===== src/rtl/ram.sv =====
// 32x32 register-file RAM: synchronous write, combinational read, block enable,
// and an asynchronous active-low clear of every word.
module ram #(
    parameter int DATA_WIDTH = 32,
    parameter int ADDR_WIDTH = 5,
    parameter int DEPTH      = 2 ** ADDR_WIDTH
) (
    input  logic                  clk,
    input  logic                  rst_n,
    input  logic                  ena,
    input  logic                  wena,
    input  logic [ADDR_WIDTH-1:0] addr,
    input  logic [DATA_WIDTH-1:0] data_in,
    output logic [DATA_WIDTH-1:0] data_out
);

    logic [DATA_WIDTH-1:0] mem_q [DEPTH];
    logic [DATA_WIDTH-1:0] mem_d [DEPTH];
    logic                  wr_en;

    assign wr_en = ena & wena;

    always_comb begin
        for (int i = 0; i < DEPTH; i++) begin
            mem_d[i] = mem_q[i];
        end
        if (wr_en) begin
            mem_d[addr] = data_in;
        end
    end

    // Reset wins over any in-flight write, regardless of its timing against clk.
    always_ff @(posedge clk or negedge rst_n) begin
        if (!rst_n) begin
            for (int i = 0; i < DEPTH; i++) begin
                mem_q[i] <= '0;
            end
        end else begin
            for (int i = 0; i < DEPTH; i++) begin
                mem_q[i] <= mem_d[i];
            end
        end
    end

    // Read port shows the stored word in both read and write modes; a deselected block drives 0.
    assign data_out = (rst_n && ena) ? mem_q[addr] : '0;

endmodule


===== config.mk =====
export PLATFORM = sky130hd
export DESIGN_NAME = ram
export DESIGN_NICKNAME = d
export VERILOG_FILES = /design/src/rtl/ram.sv
export SDC_FILE = /design/constraint.sdc
export NUM_CORES = 1
export LEC_CHECK = 0
export CORE_MARGIN = 3
export CORE_UTILIZATION = 63
export CTS_CLUSTER_DIAMETER = 120
export DETAILED_ROUTE_END_ITERATION = 6
export PLACE_DENSITY = 0.8
export SLEW_MARGIN = 20
export SYNTH_ARGS = -nofsm -noshare
export SYNTH_HDL_FRONTEND = slang
export SYNTH_SLANG_ARGS = --single-unit

===== constraint.sdc =====
create_clock -name clk -period 2.45 [get_ports clk]
set_clock_uncertainty 0.15 [all_clocks]
set_input_delay 0.49 -clock clk [delete_from_list [all_inputs] [get_ports clk]]
set_output_delay 0.49 -clock clk [all_outputs]
set_load 0.02 [all_outputs]

==> results of run 1 <==
## layer usage
layer  global-route usage, %  up-vias  wire (um)
met5                       0        -          0
met4                    17.5        0       8270
met3                    7.28      465      12000
met2                    55.1     1511      65300
met1                    45.8    16400      53600
li1                        -    12700          -
## metrics by stage
step,cell area [um^2],instances
floorplan,47000,3333
global placement,51100,4341
detailed placement,51100,4341
CTS,55800,4575
global route,57100,4593
finish,57100,4594
## what timing repair did
| item | in CTS | in global routing |
|---|---|---|
| hold buffers | 1 | 0 |
| endpoints found under the setup margin | 32 | 32 |
| pin swaps | 56 | 65 |
| setup buffers | 34 | 26 |
| hold endpoints to repair | 20 | 0 |
| gates cloned | 14 | 1 |
| resized for setup | 329 | 193 |
## cell usage after synthesis (2+ instances only)
cell and instances:
nor2_1 73, a31oi_1 32, nand4bb_1 6, nand4b_1 5, nor2_2 8, or4b_1 3
mux2_1 86, buf_4 14, nand2b_1 2, mux2i_1 512, nor3_2 6, o22ai_1 256
nand3b_1 2, dfrtp_1 1024, nor4_1 32, mux2_2 938, clkbuf_1 146, nor3_1 2
buf_2 160, nand2_1 13, nand3_1 5
## power groups by stage
stage	registers [mW]	clock network (mW)	logic, mW
after global placement	20.4	0	4.92
after detailed placement	20.6	0	5.18
after CTS	20.4	15.7	5.51
final	20.5	15.6	5.90
after floorplan	20.2	0	3.59
after global routing	20.7	16.4	6.29
## logic make-up after synthesis
logic type,count (synthesis),synth area share [%]
and+or+nand+nor,165,1.96
AOI/OAI and AO/OA,288,3.88
buffers and inverters,320,3.13
DFF,1024,55.2
muxes,1536,35.9
## cell type report
type	instances	share of cell area, %
timing repair buffer	442	9.55
clock buffer	156	5.44
multi-input combinational	1989	37.6
sequential	1024	44.9
clock inverter	32	0.432
tap	950	2.08
antenna	1	0.00438
## final timing paths
kind                                to  slack (ps)  depth (start not counted)
max                        data_out[7]        -480                          9
max reg2reg                 mem_q[233]        1370                          1
min                         mem_q[227]         340                          1
min in group asynchronous   mem_q[790]         560                          4
min reg2reg                 mem_q[227]         340                          1
max in group asynchronous   mem_q[440]         250                          5
## critical path: stages
cell	delay (ps)
buf_12	120
buf_8	130
buf_4	140
nand4bb_4	160
buf_12	200
o22ai_1	110
nor4_1	430
a31oi_2	260
buf_4	230
==> impl_metrics.py, run 1 <==
metrics = {
    "status": {
        "status": "finished, violations left",
        "violations": "negative setup slack",
    },
    "final_layout": {
        "final_common_cell": "dfrtp_1",
        "layout-drive-gt1-share_pct": 49.0,
        "regMostFlops": "mem_q",
        "syn2layout_area_growth_pct": 23.0,
        "post-route-util_pct": 79.1,
        "largest_reg_flops": 1024,
        "fin_nets": 3602,
        "fillers": 3623,
        "regArea_um2": 25600,
        "mostFrequentLayoutCells": "dfrtp_1 (1024), mux2_2 (938), mux2i_1 (468)",
        "largestRegisters": "mem_q: 1024 flops",
        "multi_input_area_um2": 21500,
    },
    "placed_design": {
        "dp_slack_ps": -1540,
        "port_buffers": 72,
        "hpwl_um": 77700,
        "gp_congestion": 0.885,
    },
    "synth": {
        "ys.warnings.count": 0,
        "synth_cells": 3333,
        "synth-seq-area-share_pct": 55.2,
        "synth-edff-count": 0,
        "yosysTopAreaCell": "dfrtp_1",
        "ys_types": 29,
        "synthArstFlopShare_pct": 100,
        "synth_nets": 3374,
        "syn_area_um2": 46400,
        "syn_avg_cell_area_um2": 13.9,
        "synth_top_cell_area_share_pct": 55.2,
        "synth-main-ff-cell": "dfrtp_1",
        "synth-seq-cells": 1024,
        "synth_area_leaders": "dfrtp_1 (55%), mux2_2 (23%), mux2i_1 (11%), o22ai_1 (3.4%), mux2_1 (2.1%)",
    },
    "timing": {
        "min_period_ps": 2930,
        "slew_violations": 0,
        "setup_slack_ps": -483,
        "hold_ws_ps": 336,
        "fmax_mhz": 341,
        "relSlewSlack_pct": 32.8,
        "fin_crit_sh_pct": 120,
        "tightest_slew_ps": 1010,
        "rsz0062_at_grt": "yes",
        "finalHoldViolCount": 0,
        "tns_ps": -12040,
        "setup_violations": 32,
    },
    "grt": {
        "grt.overflow.total": 0,
        "grt_max_degree": 189,
        "grt_pass1_wl_um": 204000,
        "grt_util_all_layers_pct": 34.8,
        "antenna_found_initial": 0,
        "grt_pass1_vias": 33100,
    },
    "routing": {
        "wire_per_inst_um": 30.3,
        "vias_per_cell": 6.77,
        "drt_wl_total_um": 139000,
        "dr.pass1.iters": 5,
        "drt_iter0_markers": 2736,
        "ant_nets": 0,
        "remaining_drc_errors": 0,
        "vias": 31100,
    },
    "pwr": {
        "p_int_mw": 31.2,
        "combPwrFrac_pct": 14.0,
        "seq_power_share_pct": 48.8,
        "total_power_mw": 42.0,
        "swShare_pct": 25.7,
        "power_frac_clock_pct": 37.2,
        "ir_worst_vdd_mv": 0.573,
        "pwr_density_cell_nw_per_um2": 736,
        "p_leak_nw": 26.8,
        "p_sw_mw": 10.8,
    },
    "worst_setup_path": {
        "critPathRequiredTime_ps": 1810,
        "crit_start": "addr[2]",
        "worstSetupEndpointType": "output port",
        "crit_fanout": 18,
        "crit_arrival_ps": 2290,
        "critPathLaunchType": "input pin",
        "criticalPathCategory": "in2out",
        "reg2reg_from": "mem_q[233]",
    },
    "floorplan": {
        "start_util_pct": 64.3,
        "coreArea_um2": 72200,
        "fp.dieH_um": 278,
        "die-area_um2": 77000,
        "die_w_um": 278,
        "ios": 73,
        "num_rows": 98,
    },
    "clock_network": {
        "path_clk_slew_ps": 50,
        "max-clock-path-buffers": 3,
        "htree_levels": 3,
        "cts_root_buffer": "clkbuf_16",
        "cts.sinks": 1024,
        "cts_buffers": 104,
        "clock_latency_ps": 670,
        "cts_tree": "built",
    },
    "flow_run": {
        "cap_violations": 0,
    },
    "hold_path": {
        "min_path_type": "reg2reg",
        "hold_start": "mem_q[227]",
    },
}
No activity file was read; power rests on OpenSTA's default activity.
==> inputs of run 2 (changes only) <==
--- a/config.mk
+++ b/config.mk
@@ -6,10 +6,10 @@
 export NUM_CORES = 1
 export LEC_CHECK = 0
 export CORE_MARGIN = 3
-export CORE_UTILIZATION = 63
+export CORE_UTILIZATION = 55
 export CTS_CLUSTER_DIAMETER = 120
 export DETAILED_ROUTE_END_ITERATION = 6
-export PLACE_DENSITY = 0.8
+export PLACE_DENSITY = 0.71
 export SLEW_MARGIN = 20
 export SYNTH_ARGS = -nofsm -noshare
 export SYNTH_HDL_FRONTEND = slang
==> impl_metrics.py, run 2 (synthesis results as in run 1) <==
metrics = {
    "timing": {
        "tns_ps": -17110,
        "setup_slack_ps": -632,
        "fin_crit_sh_pct": 126,
        "relSlewSlack_pct": 38.2,
        "finalHoldViolCount": 0,
        "rsz0062_at_grt": "yes",
        "slew_violations": 0,
        "tightest_slew_ps": 927,
        "fmax_mhz": 325,
        "min_period_ps": 3080,
        "setup_violations": 34,
    },
    "final_layout": {
        "final_cells": 4798,
        "post-route-util_pct": 69.1,
        "syn2layout_area_growth_pct": 23.3,
        "final_common_cell": "dfrtp_1",
        "regMostFlops": "mem_q",
        "fin_nets": 3621,
        "mostFrequentLayoutCells": "dfrtp_1 (1024), mux2_2 (938), mux2i_1 (508)",
        "largest_reg_flops": 1024,
        "layout-drive-gt1-share_pct": 47.7,
        "largestRegisters": "mem_q: 1024 flops",
    },
    "worst_setup_path": {
        "worstSetupEndpointType": "output port",
        "critPathLaunchType": "input pin",
        "reg2reg_from": "mem_q[443]",
        "critPathRequiredTime_ps": 1810,
        "criticalPathCategory": "in2out",
        "r2r_end": "mem_q[443]",
        "crit_fanout": 5,
        "rrSetupSlack_ps": 1480,
        "worstRegToRegCells": 1,
        "crit_arrival_ps": 2440,
    },
    "clock_network": {
        "htree_levels": 3,
        "path_clk_slew_ps": 60,
        "cts_tree": "built",
        "clock_latency_ps": 670,
        "cts_buffers": 108,
        "max-clock-path-buffers": 3,
        "cts_root_buffer": "clkbuf_16",
        "cts.sinks": 1024,
    },
    "status": {
        "status": "finished, violations left",
        "violations": "negative setup slack",
    },
    "placed_design": {
        "port_buffers": 72,
        "gp_congestion": 0.867,
        "dp.cells": 4534,
        "hpwl_um": 81100,
    },
    "hold_path": {
        "min_path_type": "reg2reg",
        "holdPathEnd": "mem_q[166]",
        "hold_start": "mem_q[166]",
        "min_path_cells": 1,
    },
    "routing": {
        "ant_nets": 0,
        "remaining_drc_errors": 0,
        "wire_per_inst_um": 28.4,
        "drt_wl_total_um": 136000,
        "dr.pass1.iters": 5,
        "vias": 30200,
        "vias_per_cell": 6.29,
        "drt_iter0_markers": 2290,
    },
    "grt": {
        "antenna_found_initial": 1,
        "grt_pass1_vias": 31500,
        "grt_max_degree": 190,
        "grt_util_all_layers_pct": 30.8,
        "grt_pass1_wl_um": 201000,
        "grt.overflow.total": 0,
    },
    "pwr": {
        "p_leak_nw": 27.0,
        "pwr_density_cell_nw_per_um2": 757,
        "ir_worst_vdd_mv": 0.704,
    },
    "floorplan": {
        "num_rows": 105,
        "start_util_pct": 56.0,
        "coreArea_um2": 82900,
        "die-area_um2": 88000,
        "fp.dieH_um": 297,
        "ios": 73,
        "die_w_um": 297,
    },
    "flow_run": {
        "cap_violations": 0,
    },
}
## run 2: cell count changes in the layout (fill, tap and decap cells not counted), moves of 6 or more
cell       change
nor2_4         +6
o22ai_1       +25
buf_4         +41
bufinv_16     +12
buf_12        -10
buf_6         -12
clkbuf_16      +6
mux2i_2       -33
mux2i_4        -7
mux2i_1       +40
o22ai_2       -16
o22ai_4        -9
## run 2: worst max-delay path, stage by stage
cell	delay (ps)
buf_12	110
buf_8	120
buf_6	100
or4b_4	610
buf_12	210
buf_8	130
o22ai_2	150
nor2_1	70
a31oi_2	240
buf_4	180
## run 2: power breakdown
part / internal (mW) / switching, mW
Sequential: 19.2 / 1.16
Combinational: 3.01 / 2.67
Clock: 10.5 / 6.84
## run 2: how the worst max path moves through the flow
stage / startpoint / endpoint / cells after the start / slack [ps]
floorplan: addr[0] / data_out[0] / 7 / -90
global placement: addr[4] / data_out[11] / 9 / -1430
detailed placement: addr[4] / data_out[11] / 9 / -1460
CTS: addr[4] / data_out[0] / 11 / -630
global route: addr[3] / data_out[5] / 10 / -650
finish: addr[3] / data_out[4] / 10 / -630
## run 2: cell type report
type                            instances  area, um^2
Sequential cell                      1024       25600
Fill cell                            5432       25600
Multi-Input combinational cell       1989       21100
Timing Repair Buffer                  457        5370
Clock buffer                          156        3200
Tap cell                             1123        1410
Clock inverter                         46         618
Antenna cell                            3        7.51
## run 2: per-layer routing
metal	part of all wire, %	track usage (%)
met1	42	41.6
met2	47	49.2
met3	7.4	6.82
met4	4.1	11.6
met5	0	0
## run 2: per-stage QoR
| step | total power, mW | area (um^2) | hold slack [ps] | setup slack (ps) |
|---|---|---|---|---|
| floorplan | 23.8 | 47000 | 44.4 | -89.4 |
| global placement | 25.4 | 51300 | 316 | -1430 |
| detailed placement | 25.8 | 51300 | 324 | -1460 |
| CTS | 43.3 | 56100 | 338 | -626 |
| global route | 45.0 | 57300 | 343 | -651 |
| finish | 43.4 | 57300 | 334 | -632 |
## run 2: repair_timing
action	CTS	global route
setup buffers	25	35
resized for setup	252	162
pin swaps	28	47
gates cloned	10	3
hold buffers	1	0
hold endpoints to repair	112	0
setup endpoints to repair	32	32
==> inputs of run 3 (changes only) <==
--- a/config.mk
+++ b/config.mk
@@ -5,6 +5,7 @@
 export SDC_FILE = /design/constraint.sdc
 export NUM_CORES = 1
 export LEC_CHECK = 0
+export ABC_AREA = 1
 export CORE_MARGIN = 3
 export CORE_UTILIZATION = 55
 export CTS_CLUSTER_DIAMETER = 120
==> impl_metrics.py, run 3 <==
metrics = {
    "timing": {
        "hold_ws_ps": 298,
        "rsz0062_at_grt": "yes",
        "relSlewSlack_pct": 30.0,
        "tns_ps": -7390,
        "setup_slack_ps": -396,
        "slew_violations": 0,
        "setup_violations": 32,
        "finalHoldViolCount": 0,
        "fmax_mhz": 351,
        "fin_crit_sh_pct": 116,
        "tightest_slew_ps": 1050,
        "min_period_ps": 2850,
    },
    "grt": {
        "grt_pass1_vias": 41100,
        "grt_max_degree": 171,
        "grt_util_all_layers_pct": 35.4,
        "grt.overflow.total": 0,
        "antenna_found_initial": 1,
        "grt_pass1_wl_um": 246000,
    },
    "routing": {
        "ant_nets": 0,
        "dr.pass1.iters": 5,
        "vias": 43700,
        "drt_wl_total_um": 161000,
        "remaining_drc_errors": 0,
        "wire_per_inst_um": 20.9,
        "vias_per_cell": 5.67,
        "drt_iter0_markers": 5055,
    },
    "pwr": {
        "total_power_mw": 44.2,
        "combPwrFrac_pct": 15.0,
        "ir_worst_vdd_mv": 0.656,
        "p_leak_nw": 30.1,
        "p_int_mw": 31.9,
        "seq_power_share_pct": 45.9,
        "pwr_density_cell_nw_per_um2": 754,
        "swShare_pct": 27.8,
        "p_sw_mw": 12.3,
        "power_frac_clock_pct": 39.0,
    },
    "synth": {
        "yosysTopAreaCell": "dfrtp_1",
        "synthArstFlopShare_pct": 100,
        "syn_area_um2": 47500,
        "synth_area_leaders": "dfrtp_1 (54%), nand2_1 (28%), o21ai_0 (9.7%), clkbuf_1 (3.2%), o21ai_1 (1.1%)",
        "synth-seq-area-share_pct": 54.0,
        "ys.warnings.count": 0,
        "synth-main-ff-cell": "dfrtp_1",
        "synth_commonest_cells": "nand2_1 (3567), dfrtp_1 (1024), o21ai_0 (920), clkbuf_1 (407), o21ai_1 (104)",
        "syn_avg_cell_area_um2": 7.45,
        "synth_nets": 6407,
        "synth_cells": 6366,
        "synth_top_cell_area_share_pct": 54.0,
        "synth_most_common_cell": "nand2_1",
        "synth-edff-count": 0,
        "ys_types": 16,
        "synth-seq-cells": 1024,
    },
    "floorplan": {
        "start_util_pct": 55.6,
        "die-area_um2": 89800,
        "num_rows": 107,
        "fp.dieH_um": 300,
        "coreArea_um2": 85400,
        "ios": 73,
        "die_w_um": 300,
    },
    "worst_setup_path": {
        "cp_slowest_cell": "nor2_1",
        "worstRegToRegCells": 3,
        "crit_path_frequent_cell": "nand2_1",
        "crit_arrival_ps": 2210,
        "crit_family": "buffers and inverters",
        "reg2reg_from": "mem_q[154]",
        "crit_path_cell_trace": "buf_16 > clkinv_16 > buf_12 > buf_8 > buf_8 > nand2_1 > nand2_1 > nand2_1 > nand2_1 > nand2_1 > nand2_1 > nor2_1 > a21oi_4 > buf_6",
        "critPathRequiredTime_ps": 1810,
        "path_buf_inv": 6,
        "r2r_end": "mem_q[154]",
        "crit_path_max_incr_delay_ps": 260,
        "worstSetupEndpointType": "output port",
        "criticalPathCategory": "in2out",
        "critPathLaunchType": "input pin",
        "rrSetupSlack_ps": 1500,
        "crit_fanout": 8,
        "crit_start": "addr[0]",
    },
    "clock_network": {
        "path_clk_slew_ps": 60,
        "cts.sinks": 1024,
        "cts_tree": "built",
        "clock_latency_ps": 690,
        "max-clock-path-buffers": 3,
        "cts_buffers": 108,
        "cts_root_buffer": "clkbuf_16",
        "htree_levels": 3,
    },
    "final_layout": {
        "regMostFlops": "mem_q",
        "final_common_cell": "nand2_1",
        "largest_reg_flops": 1024,
        "layout-drive-gt1-share_pct": 14.5,
        "syn2layout_area_growth_pct": 23.5,
        "fin_nets": 6523,
        "mostFrequentLayoutCells": "nand2_1 (3375), dfrtp_1 (1024), o21ai_0 (920)",
        "post-route-util_pct": 68.6,
        "largestRegisters": "mem_q: 1024 flops",
    },
    "hold_path": {
        "min_path_type": "in2async",
    },
    "status": {
        "violations": "negative setup slack",
        "status": "finished, violations left",
    },
    "placed_design": {
        "gp_congestion": 0.915,
        "hpwl_um": 97100,
        "port_buffers": 72,
        "dp_slack_ps": -1360,
    },
    "flow_run": {
        "cap_violations": 0,
    },
}
run 3: routing by layer:
layer,wire [um],vias up,global-route usage [%]
li1,-,20300,-
met1,65900,21000,49.6
met2,72100,2006,54.0
met3,14300,429,5.84
met4,8810,0,17.0
met5,0,-,0
run 3: repair_timing:
action | 4_1_cts | 5_1_grt
gates resized for setup | 296 | 242
hold endpoints to repair | 80 | 0
gates cloned | 14 | 22
pin swaps | 31 | 102
setup endpoints to repair | 32 | 32
hold buffers | 1 | 0
buffers inserted | 41 | 26
run 3: tightest hold or removal path: stages:
cell and delay [ps]:
buf_8 80, dlygate4sd3_1 590, buf_12 400
run 3: logic make-up after synthesis:
family                 count (synthesis)  share of synthesized area (%)
AOI/OAI and AO/OA                   1056                           11.1
buffers and inverters                528                           4.38
DFF                                 1024                           54.0
and+or+nand+nor                     3758                           30.5
run 3: how the worst max path moves through the flow:
stage	endpoint	slack (ps)	cells past startpoint
finish	data_out[5]	-400	14
global route	data_out[5]	-370	14
CTS	data_out[7]	-340	13
detailed placement	data_out[28]	-1360	10
global placement	data_out[28]	-1360	10
floorplan	data_out[24]	-30	8
run 3: cell type report:
type                            count  area (um^2)
Timing Repair Buffer              496         6950
Clock buffer                      164         3250
Clock inverter                     34          510
Tap cell                         1144         1430
Sequential cell                  1024        25600
Antenna cell                        2         5.00
Fill cell                        6916        26800
Inverter                           37          188
Timing Repair inverter              1         11.3
Multi-Input combinational cell   4814        20600
run 3: power groups by stage:
stage / clock network [mW] / registers (mW) / logic [mW]
after floorplan: 0 / 20.2 / 3.72
after global placement: 0 / 20.4 / 5.78
after detailed placement: 0 / 20.5 / 5.92
after CTS: 17.3 / 20.3 / 6.26
after global routing: 18.1 / 20.6 / 7.45
final: 17.3 / 20.3 / 6.64
run 3: per-stage QoR:
step                      instance area [um^2]  cells
after floorplan                          47700   6366
after global placement                   52100   7416
after detailed placement                 52100   7416
after CTS                                57200   7669
after global routing                     58600   7714
final                                    58600   7716
